===== config.mk =====
export PLATFORM = sky130hd
export DESIGN_NAME = song_reader
export DESIGN_NICKNAME = d
export VERILOG_FILES = /design/src/rtl/song_reader.sv
export SDC_FILE = /design/constraint.sdc
export NUM_CORES = 1
export LEC_CHECK = 0
export BUFFER_PORTS_ARGS = -buffer_cell sky130_fd_sc_hd__buf_2
export CORE_MARGIN = 5
export CORE_UTILIZATION = 48
export CTS_CLUSTER_SIZE = 8
export DETAILED_ROUTE_END_ITERATION = 6
export PLACE_DENSITY = 0.78
export SLEW_MARGIN = 10
export SYNTH_ARGS = -nofsm -noshare
export SYNTH_HDL_FRONTEND = slang
export SYNTH_SLANG_ARGS = --single-unit

===== constraint.sdc =====
create_clock -name clk -period 2.07 [get_ports clk]
set_input_delay 0.207 -clock clk [delete_from_list [all_inputs] [get_ports clk]]
set_output_delay 0.207 -clock clk [all_outputs]
set_load 0.05 [all_outputs]

===== src/rtl/song_reader.sv =====
// Song sequencer: walks {song, index} through the song ROM, issues one note at a
// time to the note player, and reports end of song via a one-cycle pulse.
module song_reader #(
  parameter int INDEX_W = 5
) (
  input  logic               clk,
  input  logic               reset,
  input  logic               play,
  input  logic [1:0]         song,
  input  logic               note_done,
  input  logic [11:0]        rom_data,
  output logic [INDEX_W+1:0] rom_addr,
  output logic [5:0]         note,
  output logic [5:0]         duration,
  output logic               new_note,
  output logic               song_done
);

  typedef enum logic [2:0] {
    S_IDLE, S_FETCH, S_WAIT_ROM, S_ISSUE, S_WAIT_NOTE, S_DONE
  } state_t;

  localparam logic [INDEX_W-1:0] LAST_IDX = '1;

  state_t               r_state, w_state_nxt;
  logic [INDEX_W-1:0]   r_index, w_index_nxt;
  logic [INDEX_W+1:0]   r_rom_addr;
  logic [5:0]           r_note, r_duration;
  logic                 r_new_note, r_song_done;
  logic [1:0]           r_song;
  logic                 w_load, w_song_done_nxt;

  // ROM word is valid during WAIT_ROM, so it is captured on the edge into ISSUE;
  // r_new_note then doubles as "ISSUE holds a real note, not the end marker".
  always_comb begin
    w_state_nxt = r_state;
    w_index_nxt = r_index;
    w_load      = 1'b0;
    case (r_state)
      S_IDLE:      if (play) w_state_nxt = S_FETCH;
      S_FETCH:     w_state_nxt = play ? S_WAIT_ROM : S_IDLE;
      S_WAIT_ROM: begin
        if (!play) w_state_nxt = S_IDLE;
        else begin
          w_state_nxt = S_ISSUE;
          w_load      = (rom_data[5:0] != 6'd0);
        end
      end
      S_ISSUE: begin
        if (!play)           w_state_nxt = S_IDLE;
        else if (r_new_note) w_state_nxt = S_WAIT_NOTE;
        else                 w_state_nxt = S_DONE;
      end
      S_WAIT_NOTE: begin
        if (!play) w_state_nxt = S_IDLE;
        else if (note_done) begin
          if (r_index == LAST_IDX) w_state_nxt = S_DONE;
          else begin
            w_index_nxt = r_index + 1'b1;
            w_state_nxt = S_FETCH;
          end
        end
      end
      S_DONE:      if (!play) w_state_nxt = S_IDLE;
      default:     w_state_nxt = S_IDLE;
    endcase
    if (w_state_nxt == S_DONE) w_index_nxt = '0;
    // A new song selection restarts from the top, overriding everything but reset.
    if (song != r_song) begin
      w_state_nxt = S_IDLE;
      w_index_nxt = '0;
      w_load      = 1'b0;
    end
    w_song_done_nxt = (w_state_nxt == S_DONE) && (r_state != S_DONE);
  end

  always_ff @(posedge clk) begin
    if (reset) begin
      r_state     <= S_IDLE;
      r_index     <= '0;
      r_rom_addr  <= '0;
      r_note      <= '0;
      r_duration  <= '0;
      r_new_note  <= 1'b0;
      r_song_done <= 1'b0;
      r_song      <= song;
    end else begin
      r_state     <= w_state_nxt;
      r_index     <= w_index_nxt;
      r_rom_addr  <= {song, w_index_nxt};
      if (w_load) begin
        r_note     <= rom_data[11:6];
        r_duration <= rom_data[5:0];
      end
      r_new_note  <= w_load;
      r_song_done <= w_song_done_nxt;
      r_song      <= song;
    end
  end

  assign rom_addr  = r_rom_addr;
  assign note      = r_note;
  assign duration  = r_duration;
  assign new_note  = r_new_note;
  assign song_done = r_song_done;

endmodule


### Word-level counts from Yosys, hierarchy flattened

Index checks and enable logic that the tools add are counted.

* add/subtract/negate cells: 1
* eq/ne operators: 10
* muxes and demuxes: 20
* reductions and logical operators: 3

Operators with widths (number)
* 2-to-1 mux 5 bit: 6
* 2-to-1 mux 3 bit: 7
* one-hot mux 3 bit (6 select lines): 1
* == test 3 bit (second input constant): 4
* == test 3 x 2 -> 1 bit (second input constant): 2
* nonzero test 6 bit: 1
* adder 5 x 1 -> 5 bit (second input constant): 1
* == test 5 bit (second input constant): 1
* 2-to-1 mux 1 bit: 4
* 2-to-1 mux 2 bit: 2
* == test 3 x 1 -> 1 bit (second input constant): 1
* logical NOT 3 bit: 1
* inequality test 3 bit (second input constant): 1
* inequality test 2 bit: 1
* logical AND 1 bit: 1

* flip-flop bits (word level): 31
* output and inout bits: 21
* word-level logic and storage cells: 42

### Longest topological paths before layout

* depth in word-level cells: 8
* mapped depth: 7

### Worst setup path after synthesis

No wires, ideal clock.

* path type: register to register
* start: reg r_index[0]
* end: reg r_index[0]
* library setup time: 0.124 ns
* arrival: 1.728 ns
* path slack: 0.218 ns
* stages on the path, launching flop included: 8
* clock period less this slack: 1.852 ns
* path through: dfxtp_1 > ha_1 > and3_1 > ha_1 > and4bb_2 > nand2_1 > xor2_1 > nor2_1

* longest elaborated chain between the ends: 8
* elaborated cells between the ends (all ways): 13
* those cells by class: add/sub (1); eq/ne (2); mux (10)

Ends and longest elaborated chain
* from (decl): line 26 `logic [INDEX_W-1:0] r_index, w_index_nxt;`
* from (signal assigned): line 89 `r_index <= w_index_nxt;`
* == test 5 bit: line 57 `if (r_index == LAST_IDX) w_state_nxt = S_DONE;`
* 2-to-1 mux 3 bit: line 57
* 2-to-1 mux 3 bit: line 56 `else if (note_done) begin`
* 2-to-1 mux 3 bit: line 55 `if (!play) w_state_nxt = S_IDLE;`
* one-hot mux 3 bit (6 select lines): line 39 `case (r_state)`
* == test 3 bit: line 67 `if (w_state_nxt == S_DONE) w_index_nxt = '0;`
* 2-to-1 mux 5 bit (*): line 67
* 2-to-1 mux 5 bit (*): line 69 `if (song != r_song) begin`

Mark *: on every way between the ends. The rest lies on a longest branch, timed or not.
A chain may end at the register's enable or synchronous reset.

### Worst setup path in the final report

* start: in song[1]
* end: reg r_note[3], in the netlist note[3]

* longest elaborated chain between the ends: 2

Ends and longest elaborated chain
* from (decl): line 9 `input logic [1:0] song,`
* inequality test 2 bit: line 69
* 2-to-1 mux 1 bit: line 69
* to (signal assigned): line 92 `r_note <= rom_data[11:6];`
* to (decl): line 28 `logic [5:0] r_note, r_duration;`

Every way passes these cells.

==> flow_summary_export.csv <==
group,metric,value,unit
power,power.share.combinational,7.8,%
setup_path,cp-end-kind,"register",
sta,rsz0062_at_grt,"false",
cts,clockBufferDepth,2,
setup_path,arrival,2.02,ns
place,dp_hpwl,1760,um
route,wl_per_cell,12.9,um
setup_path,r2r_setup_slack,0.35,ns
finish,fillers,201,
cts,cts.sinks,26,
power,power.density,654,mW/mm2
worst_hold_path,hold_path.class,"in2reg",
logic_synthesis,yosysWarnings,0,
sta,period_share,84.5,%
cts,cts_hold_buffers,0,
place,place_ws,0.384,ns
floorplanning,fp.dieW,59.3,um
logic_synthesis,syn-cell-area,0.00116,mm2
cts,postCtsSetupBuffers,0,
floorplanning,rows,17,
sta,finalHoldViolCount,0,
grt,grt_start_max_net_pins,29,
cts,cts_root_buf,"clkbuf_4",
power,ir_drop,0.624,mV
power,p_sw,0.198,mW
logic_synthesis,ys_types,29,
finish,layout_common_cells,"buf_2, dfxtp_1, nand2b_1, mux2i_1, nand2_1",
floorplanning,core_area,0.00225,mm2
power,p_int,0.734,mW
sta,max_slew_margin,63.9,%
finish,drive_above_1_share,30.7,%
finish,final_common_cell,"buf_2",
logic_synthesis,syn-mean-instance-area,10.1,um2
sta,setup_viol,0,
grt,track_usage,14.3,%
cts,clkSlewWorstSetupHoldPaths,0.15,ns
setup_path,slowest_stage,"dlygate4sd3_1",
sta,finalSetupTns,0,ns
sta,fin_crit,1.75,ns
route,drt_iter0_markers,17,
cts,cts_resized,0,
cts,cts_tree,"yes",
setup_path,start_kind,"input pin",
setup_path,required,2.34,ns
sta,maxSlewViolCount,0,
floorplanning,die_area,0.00351,mm2
route,dr.pass1.iters,5,
route,drc,0,
grt,gr-total-overflow,0,
place,numPortBuffers,38,
power,sw_frac_of_total,21.3,%
logic_synthesis,synth_cells,115,
sta,final.setup_skew,0.00746,ns
job,cap_violations,0,
finish,area_growth,22.4,%
setup_path,cp_top_family,"buffers and inverters",
finish,nNetsFinal,174,
logic_synthesis,ys_seq_area_share,44.7,%
route,wl,2340,um
grt,antenna_found_initial,0,
finish,diodes,0,
route,via_per_inst,5.02,
setup_path,cp.buffers_inverters,2,
logic_synthesis,syn_nets,135,
outcome,status,"finished clean",
sta,tightest_slew,0.537,ns
sta,setup_slack,0.320,ns
sta,max_freq,572,MHz
logic_synthesis,ys_ff_latch,26,
place,place_congestion,0.815,
floorplanning,ios,39,
place,place_area,0.00136,mm2
setup_path,cpPeakStageDelay,0.53,ns
cts,htreeDepth,1,
power,pwr-share-seq,54.6,%
cts,insertion_delay,0.33,ns
setup_path,path_max_fanout,13,
floorplanning,die_h,59.3,um
power,power_frac_clock,37.7,%
cts,cts_buffers,3,
setup_path,path_class,"in2reg",
setup_path,crit_chain,"dlygate4sd3_1, buf_2, xnor2_1, nand3_4, a31oi_4, mux2i_1",
finish,seq_area,520,um2
route,vias,909,
power,power_leakage,0.617,nW
route,postRouteAntennaNets,0,
grt,grt_pass1_vias,932,
finish,multiInputGateArea,607,um2
finish,fin_util,63.3,%
power,power.total,0.932,mW
finish,postLayoutCellArea,0.00143,mm2
grt,grt_pass1_wl,3880,um
floorplanning,initial_utilization,51.7,%
[power groups by stage]
stage	logic [mW]	registers, mW	clock network, mW
after floorplan	0.0377	0.527	0
after global placement	0.0690	0.519	0
after detailed placement	0.0715	0.520	0
after CTS	0.0719	0.509	0.358
after global routing	0.0797	0.510	0.382
final	0.0724	0.509	0.351
[cell families (layout without fill, tap and decap cells)]
group / Yosys count / in the layout / synth area share, %
DFF: 26 / 26 / 44.7
buffers and inverters: 8 / 46 / 3.22
and+or+nand+nor: 53 / 53 / 28.4
xor gates and xnor gates: 7 / 7 / 5.26
muxes: 6 / 6 / 5.16
AOI/OAI and AO/OA: 13 / 13 / 11.2
adders and majority gates: 2 / 2 / 2.15
[stage by stage]
step / hold slack [ns] / instances
2_1_floorplan: 0.235 / 115
3_3_place_gp: 0.346 / 176
3_5_place_dp: 0.354 / 176
4_1_cts: 0.00750 / 180
5_1_grt: 0.00125 / 181
6_report: 0.0143 / 181
[worst register-to-register path: stages (launching register included)]
cell and delay [ns]:
dfxtp_1 0.37, ha_1 0.22, and3_1 0.18, ha_1 0.18, and4bb_2 0.35, nand2_1 0.11, xor2_1 0.16, nor2_1 0.05
[area by class of cell]
| cell class | count | share of cell area [%] |
|---|---|---|
| Tap cell | 28 | 2.46 |
| Inverter | 3 | 0.789 |
| Sequential cell | 26 | 36.5 |
| Timing Repair Buffer | 39 | 14.0 |
| Multi-Input combinational cell | 81 | 42.5 |
| Clock buffer | 3 | 1.58 |
| Clock inverter | 1 | 2.11 |
[per-layer routing]
metal / vias up / track usage, % / part of all wire, %
li1: 466 / - / -
met1: 416 / 16.9 / 46
met2: 22 / 24.2 / 47
met3: 5 / 3.27 / 5.3
met4: 0 / 6.80 / 1.5
met5: - / 0 / 0
[synthesized netlist by cell type (all sizes together)]
| library cell | count | area share [%] |
|---|---|---|
| a21oi | 2 | 0.86 |
| a22oi | 1 | 1.1 |
| a31oi | 1 | 1.8 |
| a32o | 1 | 0.86 |
| and2b | 1 | 0.64 |
| and3 | 2 | 1.1 |
| and3b | 1 | 0.75 |
| and4bb | 2 | 2.1 |
| buf | 1 | 0.97 |
| clkbuf | 4 | 1.3 |
| dfxtp | 26 | 45 |
| ha | 2 | 2.1 |
| inv | 3 | 0.97 |
| mux2i | 6 | 5.2 |
| nand2 | 6 | 1.9 |
| nand2b | 21 | 11 |
| nand3 | 5 | 3.2 |
| nor2 | 5 | 1.6 |
| nor2b | 3 | 1.6 |
| nor3 | 1 | 0.43 |
| nor3b | 4 | 2.6 |
| nor4 | 2 | 1.1 |
| o21bai | 5 | 3.2 |
| o31ai | 1 | 1.8 |
| o32ai | 2 | 1.5 |
| xnor2 | 3 | 2.3 |
| xor2 | 4 | 3.0 |
[flip-flops by register name (all words and copies together) (netlist names)]
| name | flops |
|---|---|
| duration | 6 |
| note | 6 |
| r_index | 4 |
| r_state | 3 |
| rom_addr | 3 |
| r_song | 2 |
| new_note | 1 |
| song_done | 1 |
[final timing paths]
kind,startpoint,end,depth (start not counted)
worst max-delay path,song[1],note[3],6
worst min-delay path,song[0],r_song[0],1
worst max register to register,r_index[0],r_index[0],7
worst min register to register,duration[1],duration[1],2
No activity file was read; power rests on OpenSTA's default activity.
